==> config.mk <==
export PLATFORM = sky130hd
export DESIGN_NAME = pwm_output_stage
export DESIGN_NICKNAME = d
export VERILOG_FILES = /design/src/rtl/pwm_output_stage.sv
export SDC_FILE = /design/constraint.sdc
export NUM_CORES = 1
export LEC_CHECK = 0
export ABC_CLOCK_PERIOD_IN_PS = 6000
export CAP_MARGIN = 10
export CORE_MARGIN = 10
export CORE_UTILIZATION = 50
export CTS_CLUSTER_SIZE = 20
export DETAILED_ROUTE_END_ITERATION = 7
export HOLD_SLACK_MARGIN = 0.05
export PLACE_DENSITY_LB_ADDON = 0.2
export SLEW_MARGIN = 30
export SYNTH_ARGS = -nofsm -noshare
export SYNTH_HDL_FRONTEND = slang
export SYNTH_SLANG_ARGS = --single-unit
==> constraint.sdc <==
create_clock -name clk -period 6 [get_ports clk]
set_input_delay 1.5 -clock clk [delete_from_list [all_inputs] [get_ports clk]]
set_output_delay 1.5 -clock clk [all_outputs]
set_load 0.02 [all_outputs]
==> src/rtl/pwm_output_stage.sv <==
// pwm_output_stage: one shared 8-bit PWM counter driving 16 pins (forced low / static high / PWM).
// Build option PWM_SYNC_UPDATE_EN: duty and PWM mode are shadowed and only reload at period wrap.

module pwm_lane (
  input  logic clk,
  input  logic nrst,
  input  logic en_reg_i,
  input  logic en_pwm_i,
  input  logic lvl_i,
  output logic out_o
);
  logic out_q, out_d;

  // en_reg dominates: a disabled pin is low whatever its mode.
  always_comb out_d = en_reg_i & (~en_pwm_i | lvl_i);

  always_ff @(posedge clk) begin
    if (!nrst) out_q <= 1'b0;
    else       out_q <= out_d;
  end

  assign out_o = out_q;
endmodule

module pwm_output_stage #(
  parameter int PRESCALE = 13,
  parameter int PRE_W    = 16
) (
  input  logic        clk,
  input  logic        nrst,
  input  logic [7:0]  en_reg_7_0,
  input  logic [7:0]  en_reg_15_8,
  input  logic [7:0]  en_pwm_7_0,
  input  logic [7:0]  en_pwm_15_8,
  input  logic [7:0]  pwm_duty_cycle,
  output logic [15:0] out,
  output logic        pwm_level,
  output logic        period_start
);
  localparam int NUM_LANES = 16;

  logic [PRE_W-1:0]     pre_cnt_q, pre_cnt_d;
  logic [7:0]           pwm_cnt_q, pwm_cnt_d;
  logic                 pwm_level_q, period_start_q;
  logic                 tick, wrap, pwm_lvl_comb;
  logic [7:0]           duty_act;
  logic [NUM_LANES-1:0] en_pwm_act, en_reg, lane_out;

  assign en_reg = {en_reg_15_8, en_reg_7_0};
  assign tick   = (pre_cnt_q == PRE_W'(PRESCALE - 1));
  assign wrap   = tick && (pwm_cnt_q == 8'hFF);

  always_comb begin
    pre_cnt_d = tick ? '0 : pre_cnt_q + PRE_W'(1);
    pwm_cnt_d = tick ? pwm_cnt_q + 8'd1 : pwm_cnt_q;
  end

  // 0xFF is special-cased so full duty is truly 100% rather than 255/256.
  assign pwm_lvl_comb = (duty_act == 8'hFF) | (pwm_cnt_q < duty_act);

  always_ff @(posedge clk) begin
    if (!nrst) begin
      pre_cnt_q      <= '0;
      pwm_cnt_q      <= '0;
      pwm_level_q    <= 1'b0;
      period_start_q <= 1'b0;
    end else begin
      pre_cnt_q      <= pre_cnt_d;
      pwm_cnt_q      <= pwm_cnt_d;
      pwm_level_q    <= pwm_lvl_comb;
      period_start_q <= wrap;
    end
  end

`ifdef PWM_SYNC_UPDATE_EN
  logic [7:0]           duty_act_q, duty_act_d;
  logic [NUM_LANES-1:0] en_pwm_act_q, en_pwm_act_d;

  // Shadows reload only at the wrap so a running period never sees a partial update.
  always_comb begin
    duty_act_d   = duty_act_q;
    en_pwm_act_d = en_pwm_act_q;
    if (wrap) begin
      duty_act_d   = pwm_duty_cycle;
      en_pwm_act_d = {en_pwm_15_8, en_pwm_7_0};
    end
  end

  always_ff @(posedge clk) begin
    if (!nrst) begin
      duty_act_q   <= '0;
      en_pwm_act_q <= '0;
    end else begin
      duty_act_q   <= duty_act_d;
      en_pwm_act_q <= en_pwm_act_d;
    end
  end

  assign duty_act   = duty_act_q;
  assign en_pwm_act = en_pwm_act_q;
`else
  assign duty_act   = pwm_duty_cycle;
  assign en_pwm_act = {en_pwm_15_8, en_pwm_7_0};
`endif

  for (genvar i = 0; i < NUM_LANES; i++) begin : g_lane
    pwm_lane u_lane (
      .clk      (clk),
      .nrst     (nrst),
      .en_reg_i (en_reg[i]),
      .en_pwm_i (en_pwm_act[i]),
      .lvl_i    (pwm_lvl_comb),
      .out_o    (lane_out[i])
    );
  end

  assign out          = lane_out;
  assign pwm_level    = pwm_level_q;
  assign period_start = period_start_q;
endmodule

### Word-level counts from Yosys, hierarchy flattened

Index checks and enable logic that the tools add are counted.
W data, S select, Z words.

| cells by class | value |
|---|---|
| bitwise gates (word level) | 50 |
| reduce and logical (&&, ||, !) cells | 2 |
| add/sub/neg operators | 2 |
| equality and inequality tests | 3 |
| order comparisons | 1 |

Operators with widths:

| cell | count |
|---|---|
| $not A1 Y1 | 17 |
| $or A1 B1 Y1 | 17 |
| $add A16 B1 Y16 const B | 1 |
| $and A1 B1 Y1 | 16 |
| $eq A16 B4 Y1 const B | 1 |
| $eq A8 B8 Y1 const B | 2 |
| $add A8 B1 Y8 const B | 1 |
| $lt A8 B8 Y1 | 1 |
| $reduce_or A2 Y1 | 1 |
| $logic_and A1 B1 Y1 | 1 |

| word-level totals | value |
|---|---|
| word-level logic and storage cells | 78 |
| output and inout port bits | 18 |
| bits in registers | 42 |
| bits of input ports | 42 |

### Logic depth before layout (Yosys ltp)

| logic depth | value |
|---|---|
| word-level depth | 4 |
| mapped depth | 7 |
| gate-level depth less buffers | 6 |

### By module

Synthesis repeated with hierarchy kept, for this count alone.

| second synthesis, totals | value |
|---|---|
| cells, all modules | 222 |
| area, all modules | 1955.6 um^2 |

By module, submodules not included:

| module | area each (um^2) | cells each | sequential area each (um^2) | instances |
|---|---|---|---|---|
| pwm_output_stage | 1375.1 | 158 | 520.5 | 1 |
| pwm_lane | 36.3 | 4 | 20.0 | 16 |

### Worst setup path after synthesis

No wires, ideal clock.

| timing | value |
|---|---|
| kind | input to register |
| start point | input port pwm_duty_cycle[6] |
| end point | register g_lane[0].u_lane.out_q |
| setup slack | 3.069 ns |
| stages on the path | 7 |
| library setup time | 0.120 ns |
| arrival time | 2.812 ns |
| data required time | 5.880 ns |
| path buffers | 1 |
| cells stage by stage | inv_1 ha_1 and4_1 o21ai_1 o32ai_2 buf_2 a21oi_1 |

| on the way | value |
|---|---|
| longest elaborated chain between the ends | 4 |
| elaborated cells between the ends (all ways) | 5 |
| classes of those cells | order compare (1); eq/ne (1); bitwise (3) |

RTL lines:

| item | RTL line | source |
|---|---|---|
| from (decl) | 35 | `input logic [7:0] pwm_duty_cycle,` |
| $lt A8 B8 Y1 or $eq A8 B8 Y1 (tied branches) | 59 | `assign pwm_lvl_comb = (duty_act == 8'hFF) \| (pwm_cnt_q < duty_act);` |
| $or A1 B1 Y1 (*) | 59 |  |
| $or A1 B1 Y1 (*) | 15 | `always_comb out_d = en_reg_i & (~en_pwm_i \| lvl_i);` |
| $and A1 B1 Y1 (*) | 15 |  |
| to (signal assigned) | 19 | `else out_q <= out_d;` |
| to (decl) | 12 | `logic out_q, out_d;` |

Mark *: on every way between the ends. The rest lies on a longest branch, timed or not.
A chain may end at the register's enable or synchronous reset.

### Worst setup path after layout

| timing | value |
|---|---|
| start point | input port pwm_duty_cycle[6] |
| end point | register g_lane[4].u_lane.out_q |

| on the way | value |
|---|---|
| longest elaborated chain between the ends | 4 |
| elaborated cells between the ends (all ways) | 5 |
| classes of those cells | order compare (1); eq/ne (1); bitwise (3) |

RTL lines:

| item | RTL line |
|---|---|
| $lt A8 B8 Y1 or $eq A8 B8 Y1 (tied branches) | 59 |
| $or A1 B1 Y1 (*) | 59 |
| $or A1 B1 Y1 (*) | 15 |
| $and A1 B1 Y1 (*) | 15 |
| to (signal assigned) | 19 |
| to (decl) | 12 |

Marked as above.

==> flow_metrics.env <==
export IMPL_cp_arrival_ps=3410
export IMPL_drive_gt1_frac=0.0332
export IMPL_grt_pass1_wl_um=7090
export IMPL_yosysWarningCount=0
export IMPL_die_w_um=82.8
export IMPL_r2r_end="pwm_cnt_q[5]"
export IMPL_fmax_mhz=308
export IMPL_fin_hold_ws_ps=510
export IMPL_drt_pre_antenna_iters=4
export IMPL_die_h_um=82.8
export IMPL_grt_ovfl_total=0
export IMPL_cp_required_ps=6160
export IMPL_p_per_area_nw_per_um2=224
export IMPL_worst_slack_ps=2750
export IMPL_synth_distinct_cells=32
export IMPL_grt_max_degree=21
export IMPL_post_route_period_util=0.542
export IMPL_grt_pass1_vias=1601
export IMPL_outcome="completed"
export IMPL_regToRegStartpoint="pre_cnt_q[0]"
export IMPL_design_area_sq_um=2600
export IMPL_hold_viol=0
export IMPL_setup_viol=0
export IMPL_synth_nets=279
export IMPL_die_area_sq_um=6850
export IMPL_grtUsageTotal=0.135
export IMPL_antenna_found_initial=0
export IMPL_relSlewSlack=0.531
export IMPL_synth_area_sq_um=1970
export IMPL_place_ws_ps=2370
export IMPL_post_drt_wl_per_cell_um=13.9
export IMPL_synth_top_cell_by_area="dfxtp_1"
export IMPL_ir_drop_mv=0.127
export IMPL_synthCells=227
export IMPL_coreArea_sq_um=3740
export IMPL_postRouteAntennaNets=0
export IMPL_ctsHoldBuffers=0
export IMPL_fin_crit_ps=3250
export IMPL_r2r_slack_ps=3730
export IMPL_synth_top_area_share=0.427
export IMPL_viasPerCell=5.21
export IMPL_tightestPinTransition_ps=702
export IMPL_num_rows=22
export IMPL_wl_um=4450
export IMPL_synthTopCellsByArea="dfxtp_1 (43%), ha_1 (6.4%), a21oi_1 (6.1%)"
export IMPL_ys_flop_type="dfxtp_1"
export IMPL_cts_resized=0
export IMPL_clk_path_buf_depth=2
export IMPL_crit_type="in -> reg"
export IMPL_hp_class="reg -> reg"
export IMPL_drv_cap=0
export IMPL_area_growth_pct=31.9
export IMPL_pin_count=60
export IMPL_ff2ff_path_depth=6
export IMPL_start_util=0.526
export IMPL_placedInstanceArea_sq_um=2480
export IMPL_drc=0
export IMPL_ys_seq_area_frac=0.427
export IMPL_drt_iter0_drc=94
export IMPL_finalClockSkew_ps=3.00
export IMPL_p_leak_nw=1.01
export IMPL_crit_start="pwm_duty_cycle[6]"
export IMPL_grt_setup_unrepaired="false"
export IMPL_async_reset_ff_frac=0
export IMPL_critPathMaxFanout=17
export IMPL_diodes=0
export IMPL_hpwlAfterDp_um=3430
export IMPL_ys_ff_latch=42
export IMPL_routabilityCongestion=0.852
export IMPL_maxSlewViolCount=0
export IMPL_hold_start="pwm_cnt_q[7]"
export IMPL_end_kind="flop"
export IMPL_cp_start_kind="input port"
export IMPL_cts_made_buffers=5
export IMPL_clkTransAtPathRegs_ps=70
export IMPL_fin_setup_tns_ps=0
export IMPL_cts_root_buf="clkbuf_8"
export IMPL_synth_avg_cell_area_sq_um=8.68
export IMPL_vias=1663
export IMPL_synth_edf_count=0
export IMPL_worst_skew_pair_late_latency_ps=290
export IMPL_cts_sinks=42
export IMPL_nNetsFinal=323
export IMPL_cts_setup_buffers=0
export IMPL_portBuffers=59
export IMPL_cts_tree="yes"
export IMPL_power_uw=582
export IMPL_crit_end="g_lane[4].u_lane.out_o"
export IMPL_htree_num_levels=2
==> metrics by stage <==
stage          instances  utilization
3_3_place_gp         312        0.661
4_1_cts              319        0.694
3_5_place_dp         312        0.664
6_report             319        0.694
2_1_floorplan        227            -
5_1_grt              319        0.694
==> report_power, final <==
part	switching (mW)	leakage, nW	total, mW	internal, mW
combinational	0.0265	0.606	0.0669	0.0404
clock	0.0920	0.0573	0.225	0.133
sequential	0.00390	0.344	0.290	0.286
==> synth_stat cells (5+ instances only) <==
master / n
inv_1: 11
nand4_1: 10
nor2_1: 21
o31ai_1: 5
nor4_1: 5
dfxtp_1: 42
xor2_1: 6
nand2_1: 25
or4_1: 5
xnor2_1: 8
nand3_1: 10
ha_1: 10
buf_4: 16
a21oi_1: 24
==> cell type report <==
| class | instances | area, sq um |
|---|---|---|
| Inverter | 12 | 45.0 |
| Fill cell | 315 | 1150 |
| Sequential cell | 42 | 841 |
| Timing Repair Buffer | 59 | 591 |
| Clock buffer | 6 | 82.6 |
| Tap cell | 48 | 60.1 |
| Clock inverter | 1 | 30.0 |
| Multi-Input combinational cell | 151 | 948 |
==> worst max-delay path, stage by stage <==
cell and delay [ps]:
clkdlybuf4s50_1 480, inv_1 50, ha_1 310, and4_1 200
o21ai_1 100, o32ai_4 620, a21oi_1 160
==> cell usage in the layout (no fill, tap or decap), types with 3 or more instances in the layout <==
master | synthesis | final
o31ai_1 | 5 | 5
nand3_1 | 10 | 10
xnor2_1 | 8 | 8
clkbuf_8 | 0 | 6
and4_1 | 3 | 3
nor2_1 | 21 | 21
ha_1 | 10 | 10
a21oi_1 | 24 | 24
clkdlybuf4s50_1 | 0 | 59
nor4_1 | 5 | 5
or4_1 | 5 | 5
dfxtp_1 | 42 | 42
inv_1 | 11 | 11
xor2_1 | 6 | 6
nand2_1 | 25 | 25
and3_1 | 3 | 3
nand4_1 | 10 | 10
==> sequential cells by signal, indices dropped and copies added (netlist names) <==
register / cells
pwm_level: 1
period_start: 1
g_lane.u_lane.out_o: 16
pre_cnt_q: 16
pwm_cnt_q: 8
==> cells by family (layout without fill, tap and decap cells) <==
group | after synthesis | in the layout | share of synthesized area
xor+xnor | 14 | 14 | 0.0623
flops | 42 | 42 | 0.427
compound gates | 37 | 37 | 0.114
mux | 1 | 1 | 0.00508
fa+ha+maj | 10 | 10 | 0.0635
buf+inv | 34 | 78 | 0.0972
simple gates | 89 | 89 | 0.231
==> metal layers <==
metal / vias up / track usage / wire (um)
li1: 869 / - / -
met5: - / 0 / 0
met2: 68 / 0.188 / 1810
met4: 0 / 0.0702 / 81
met3: 7 / 0.103 / 659
met1: 719 / 0.146 / 1890
==> worst min path at each step <==
stage                         endpoint  slack [ps]  cells past startpoint
after floorplan           pre_cnt_q[0]         450                      1
after global placement    pre_cnt_q[0]         470                      1
after detailed placement  period_start         500                      2
after CTS                 period_start         510                      2
after global routing      period_start         540                      2
final                     period_start         510                      2
No activity file was read; power rests on OpenSTA's default activity.
